[src/rtl/ramctrl.sv]
// ramctrl: arbitrates data and instruction-fetch requests onto a byte-serial
// synchronous RAM bus. It splits accesses into little-endian bytes, reassembles
// and extends read data, and returns one-cycle ready pulses.
module ramctrl (
  input  logic        clk_in,
  input  logic        rst_in,
  input  logic        rdy_in,
  input  logic        rob_rst_in,
  input  logic        datactrl_ramctrl_data_en_in,
  input  logic        datactrl_ramctrl_data_rw_in,
  input  logic        datactrl_ramctrl_data_sgn_in,
  input  logic [2:0]  datactrl_ramctrl_data_width_in,
  input  logic [31:0] datactrl_ramctrl_data_addr_in,
  input  logic [31:0] datactrl_ramctrl_data_data_in,
  output logic        ramctrl_datactrl_data_rdy_out,
  output logic [31:0] ramctrl_datactrl_data_data_out,
  input  logic        icache_ramctrl_en_in,
  input  logic [31:0] icache_ramctrl_addr_in,
  output logic        ramctrl_icache_en_out,
  output logic [31:0] ramctrl_icache_data_out,
  input  logic [7:0]  ram_data_in,
  output logic [7:0]  ram_data_out,
  output logic [31:0] ram_addr_out,
  output logic        ram_rw_out
);

  localparam int unsigned AddressWidth = 32;
  localparam int unsigned IDWidth      = 32;

  typedef enum logic [1:0] {IDLE, READ, WRITE, DONE} state_e;

  state_e                  state_q, state_d;
  logic                    src_q, src_d;      // 1 = data port, 0 = fetch port
  logic                    sgn_q, sgn_d;
  logic [2:0]              len_q, len_d;      // byte count 1, 2 or 4
  logic [2:0]              cnt_q, cnt_d;      // edges since acceptance
  logic [AddressWidth-1:0] addr_q, addr_d;
  logic [IDWidth-1:0]      wdata_q, wdata_d;
  logic [IDWidth-1:0]      rbuf_q, rbuf_d;
  logic [AddressWidth-1:0] ram_addr_q, ram_addr_d;
  logic [7:0]              ram_data_q, ram_data_d;
  logic                    ram_rw_q, ram_rw_d;
  logic                    d_rdy_q, d_rdy_d;
  logic [IDWidth-1:0]      d_data_q, d_data_d;
  logic                    i_rdy_q, i_rdy_d;
  logic [IDWidth-1:0]      i_data_q, i_data_d;

  logic                    acc_rw;
  logic [2:0]              idx;
  logic [IDWidth-1:0]      merged;

  // Next-state, byte sequencing and read reassembly
  always_comb begin
    state_d    = state_q;
    src_d      = src_q;
    sgn_d      = sgn_q;
    len_d      = len_q;
    cnt_d      = cnt_q;
    addr_d     = addr_q;
    wdata_d    = wdata_q;
    rbuf_d     = rbuf_q;
    ram_addr_d = ram_addr_q;
    ram_data_d = ram_data_q;
    ram_rw_d   = ram_rw_q;
    d_rdy_d    = 1'b0;
    d_data_d   = d_data_q;
    i_rdy_d    = 1'b0;
    i_data_d   = i_data_q;
    acc_rw     = 1'b0;
    idx        = cnt_q - 3'd2;
    merged     = '0;

    unique case (state_q)
      IDLE: begin
        if (!rob_rst_in && (datactrl_ramctrl_data_en_in || icache_ramctrl_en_in)) begin
          if (datactrl_ramctrl_data_en_in) begin
            src_d   = 1'b1;
            acc_rw  = datactrl_ramctrl_data_rw_in;
            sgn_d   = datactrl_ramctrl_data_sgn_in;
            addr_d  = datactrl_ramctrl_data_addr_in;
            wdata_d = datactrl_ramctrl_data_data_in;
            unique case (datactrl_ramctrl_data_width_in)
              3'd1:    len_d = 3'd1;
              3'd2:    len_d = 3'd2;
              default: len_d = 3'd4;
            endcase
          end else begin
            src_d  = 1'b0;
            acc_rw = 1'b0;
            sgn_d  = 1'b0;
            len_d  = 3'd4;
            addr_d = icache_ramctrl_addr_in;
          end
          cnt_d      = 3'd1;
          rbuf_d     = '0;
          ram_addr_d = addr_d;
          if (acc_rw) begin
            ram_rw_d   = 1'b1;
            ram_data_d = wdata_d[7:0];
            state_d    = WRITE;
          end else begin
            ram_rw_d = 1'b0;
            state_d  = READ;
          end
        end
      end

      // Committed store: a flush never interrupts it
      WRITE: begin
        if (cnt_q < len_q) begin
          ram_addr_d = addr_q + AddressWidth'(cnt_q);
          ram_data_d = 8'(wdata_q >> {cnt_q, 3'b000});
          cnt_d      = cnt_q + 3'd1;
        end else begin
          ram_rw_d = 1'b0;
          d_rdy_d  = 1'b1;
          state_d  = DONE;
        end
      end

      READ: begin
        if (rob_rst_in) begin
          ram_rw_d = 1'b0;
          state_d  = IDLE;
        end else begin
          if (cnt_q < len_q) begin
            ram_addr_d = addr_q + AddressWidth'(cnt_q);
          end
          cnt_d = cnt_q + 3'd1;
          if (cnt_q >= 3'd2) begin
            merged = rbuf_q | (IDWidth'(ram_data_in) << {idx[1:0], 3'b000});
            if (cnt_q == len_q + 3'd1) begin
              if (sgn_q && src_q) begin
                if (len_q == 3'd1 && merged[7])  merged[31:8]  = '1;
                if (len_q == 3'd2 && merged[15]) merged[31:16] = '1;
              end
              if (src_q) begin
                d_data_d = merged;
                d_rdy_d  = 1'b1;
              end else begin
                i_data_d = merged;
                i_rdy_d  = 1'b1;
              end
              state_d = DONE;
            end else begin
              rbuf_d = merged;
            end
          end
        end
      end

      DONE: state_d = IDLE;

      default: state_d = IDLE;
    endcase
  end

  // State and output registers; clock-enabled by rdy_in
  always_ff @(posedge clk_in) begin
    if (rst_in) begin
      state_q    <= IDLE;
      src_q      <= 1'b0;
      sgn_q      <= 1'b0;
      len_q      <= '0;
      cnt_q      <= '0;
      addr_q     <= '0;
      wdata_q    <= '0;
      rbuf_q     <= '0;
      ram_addr_q <= '0;
      ram_data_q <= '0;
      ram_rw_q   <= 1'b0;
      d_rdy_q    <= 1'b0;
      d_data_q   <= '0;
      i_rdy_q    <= 1'b0;
      i_data_q   <= '0;
    end else if (rdy_in) begin
      state_q    <= state_d;
      src_q      <= src_d;
      sgn_q      <= sgn_d;
      len_q      <= len_d;
      cnt_q      <= cnt_d;
      addr_q     <= addr_d;
      wdata_q    <= wdata_d;
      rbuf_q     <= rbuf_d;
      ram_addr_q <= ram_addr_d;
      ram_data_q <= ram_data_d;
      ram_rw_q   <= ram_rw_d;
      d_rdy_q    <= d_rdy_d;
      d_data_q   <= d_data_d;
      i_rdy_q    <= i_rdy_d;
      i_data_q   <= i_data_d;
    end
  end

  assign ramctrl_datactrl_data_rdy_out  = d_rdy_q;
  assign ramctrl_datactrl_data_data_out = d_data_q;
  assign ramctrl_icache_en_out          = i_rdy_q;
  assign ramctrl_icache_data_out        = i_data_q;
  assign ram_data_out                   = ram_data_q;
  assign ram_addr_out                   = ram_addr_q;
  assign ram_rw_out                     = ram_rw_q;

endmodule

[config.mk]
export PLATFORM = sky130hd
export DESIGN_NAME = ramctrl
export DESIGN_NICKNAME = d
export VERILOG_FILES = /design/src/rtl/ramctrl.sv
export SDC_FILE = /design/constraint.sdc
export NUM_CORES = 1
export LEC_CHECK = 0
export ABC_AREA = 1
export BUFFER_PORTS_ARGS = -buffer_cell sky130_fd_sc_hd__buf_2
export CORE_AREA = 2 2 177 179
export DETAILED_ROUTE_END_ITERATION = 10
export DIE_AREA = 0 0 179 181
export GPL_ROUTABILITY_DRIVEN = 0
export HOLD_SLACK_MARGIN = 0.03
export PLACE_DENSITY_LB_ADDON = 0.1
export SLEW_MARGIN = 10
export SYNTH_ARGS = -nofsm -noshare
export SYNTH_HDL_FRONTEND = slang
export SYNTH_SLANG_ARGS = --single-unit
[constraint.sdc]
create_clock -name clk_in -period 2.1 [get_ports clk_in]
set_clock_uncertainty 0.05 [all_clocks]
set_input_delay 0.105 -clock clk_in [delete_from_list [all_inputs] [get_ports clk_in]]
set_output_delay 0.105 -clock clk_in [all_outputs]
set_load 0.01 [all_outputs]
==> flow_summary.toml <==
[run_status]
run_status = "finished clean"

[placed_design]
place_area_um2 = 12300
dp_worst_setup_slack_ps = -49.8
hpwl_um = 23400
port_buffers = 221
place_inst = 2128

[clocking]
path_clk_slew_ps = 60
clk_latency_ps = 530
htreeDepth = 1
cts_buffers = 26
cts_root_buf = "clkbuf_16"
cts_max_path_buffers = 3
cts_tree = "yes"
cts_sinks = 213

[worst_setup_path]
crit_type = "register to register"
critical_path_arrival_ps = 2360
cp_max_fo = 22
cp.required_ps = 2480
critPathLaunchType = "register"
ff2ff_path_depth = 12
worst_setup_path_end_kind = "register"

[synth]
ys_seq_area_share_pct = 40.7
ys_ff_latch = 213
netlist_instances = 1548
muxShareOfSynthArea_pct = 3.85
yosysWarnings = 0
syn_area_um2 = 10500
synth_edf_count = 0
synth_xor_area_share_pct = 1.00
synth_compound_area_share_pct = 16.6
synthTopCellsByArea = "dfxtp_1, nand2_1, nor2_1"
syn_nets = 1679
yosys-top-cells-count = "nand2_1, nor2_1, dfxtp_1, o21ai_0, inv_1"
synth.top_cell.area_share_pct = 40.7
avgSynthCellArea_um2 = 6.78
async_flop_share_pct = 0
synth_top_family_by_area = "simple AND/OR/NAND/NOR gates"
yosys.cell_count.top_type = "nand2_1"
synth.distinct_cells = 37
yosys.area_share.simple_pct = 27.7
synth_largest_area_cell = "dfxtp_1"
synthAdderAreaFrac_pct = 1.98
ys.flop_type = "dfxtp_1"

[global_routing]
grt_pass1_vias = 10500
track_usage_pct = 20.4
grt_pass1_wl_um = 53900
grt_overflow = 0
antenna_found_initial = 1
grt_max_degree = 86

[power_and_ir_drop]
powerDensity_nw_per_um2 = 808
power_mw = 11.6
p_leak_nw = 6.38
vdd_drop_max_mv = 0.552

[sta]
finalCritPeriodShare_pct = 94.2
drv_slew = 0
finalSetupTns_ps = 0
min_period_ps = 1980
whs_ps = 34.3
fin_ws_ps = 121
slew_headroom_pct = 47.6
tightest_slew_ps = 786
fmax_ghz = 0.505
setup_viol = 0
finalHoldViolCount = 0
rsz0062_at_grt = "false"

[floorplan]
die_height_um = 181
dieArea_um2 = 32400
fp.coreArea_um2 = 30300
start_util_pct = 34.6
ios = 222
row_count = 64
die_x_um = 179

[layout]
postLayoutCoreUtil_pct = 47.1
drive_gt1_share_pct = 18.6
fin_cells = 2294
layout.nets = 2009
fin_area_um2 = 14300
area_delta_synth_final_pct = 36.4

[detailed_routing]
avgRoutedWirePerCell_um = 14.7
ant_nets = 0
finalWirelength_um = 33700
viasPerCell = 4.73
drtIter0Drc = 550
drcViolationCount = 0
drt_pass1_iterations = 5
vias = 10900

[worst_hold_path]
hold_path.class = "input port to register"
whs_path_depth = 5

[run]
cap_viol_max_count = 0
[worst paths after layout]
kind,slack (ps),end,from
setup / recovery,120,ram_addr_out[17]$_SDFFE_PP0P_,len_q[2]$_SDFFE_PP0P_
hold / removal,30,ram_addr_out[4]$_SDFFE_PP0P_,datactrl_ramctrl_data_addr_in[4]
hold reg to reg,390,ramctrl_icache_data_out[10]$_SDFFE_PP0P_,ramctrl_icache_data_out[10]$_SDFFE_PP0P_
setup reg to reg,120,ram_addr_out[17]$_SDFFE_PP0P_,len_q[2]$_SDFFE_PP0P_
[routing by layer]
metal / vias up / track usage, % / wire length, µm
li1: 5653 / - / -
met1: 4898 / 26.7 / 15600
met2: 260 / 35.5 / 15800
met3: 50 / 2.76 / 1520
met4: 0 / 4.59 / 740
met5: - / 0 / 0
[critical path, cell delays in order (launching register included)]
cell      delay (ps)
dfxtp_1          360
inv_2             80
ha_1             300
inv_1             40
o211ai_1         230
nand2_1           80
nand2_1          180
inv_1            120
buf_12           170
nor2_1            90
nor2_1            40
nand2_1          100
inv_1             40
[logic make-up after synthesis]
group,count (synthesis)
AO/OA/AOI/OAI,319
XOR/XNOR,12
adder cells (fa/ha/maj),16
buffers and inverters,216
flip-flops,213
multiplexers,40
AND/OR/NAND/NOR,732
[where the power goes]
| part | leakage [nW] | internal (mW) | switching [mW] | total (mW) |
|---|---|---|---|---|
| Combinational | 4.26 | 1.14 | 1.63 | 2.77 |
| Clock | 0.383 | 2.47 | 1.72 | 4.19 |
| Sequential | 1.73 | 4.38 | 0.227 | 4.60 |
| Total | 6.38 | 7.98 | 3.58 | 11.6 |
[state kept, by name (all words and copies together), names as in the netlist]
name	count
addr_q	32
ram_addr_out	32
ramctrl_datactrl_data_data_out	32
ramctrl_icache_data_out	32
rbuf_q	32
wdata_q	32
ram_data_out	8
cnt_q	3
len_q	3
state_q	2
ram_rw_out	1
ramctrl_datactrl_data_rdy_out	1
ramctrl_icache_en_out	1
sgn_q	1
src_q	1
[cell usage in the layout, fill, tap and decap left out, types with 10 or more instances in the layout]
cell and count:
nand2_1 330, nor2_1 317, buf_2 222, dfxtp_1 212, o21ai_0 156, inv_1 116, dlygate4sd3_1 112, a21oi_1 105
nand3_1 49, buf_4 41, mux2i_1 37, a211oi_1 34, clkbuf_16 27, ha_1 14, clkbuf_1 14, buf_12 14
or2_2 10
[final cells by class]
class | count | area [µm²]
repair buffers | 392 | 2870
inverters | 126 | 480
fillers | 3206 | 16000
clock inverters | 3 | 15.0
flip-flops and latches | 213 | 4270
well taps | 396 | 495
diodes | 1 | 2.50
multi-input cells | 1119 | 5410
clock buffers | 44 | 769
[what timing repair did]
| item | 4_1_cts | 5_1_grt |
|---|---|---|
| setup buffers | 0 | 6 |
| setup endpoints to repair | 15 | 99 |
| pin swaps | 0 | 2 |
| resized for setup | 1 | 19 |
| hold buffers | 112 | 0 |
| hold endpoints to repair | 104 | 0 |
No activity file was read; power rests on OpenSTA's default activity.
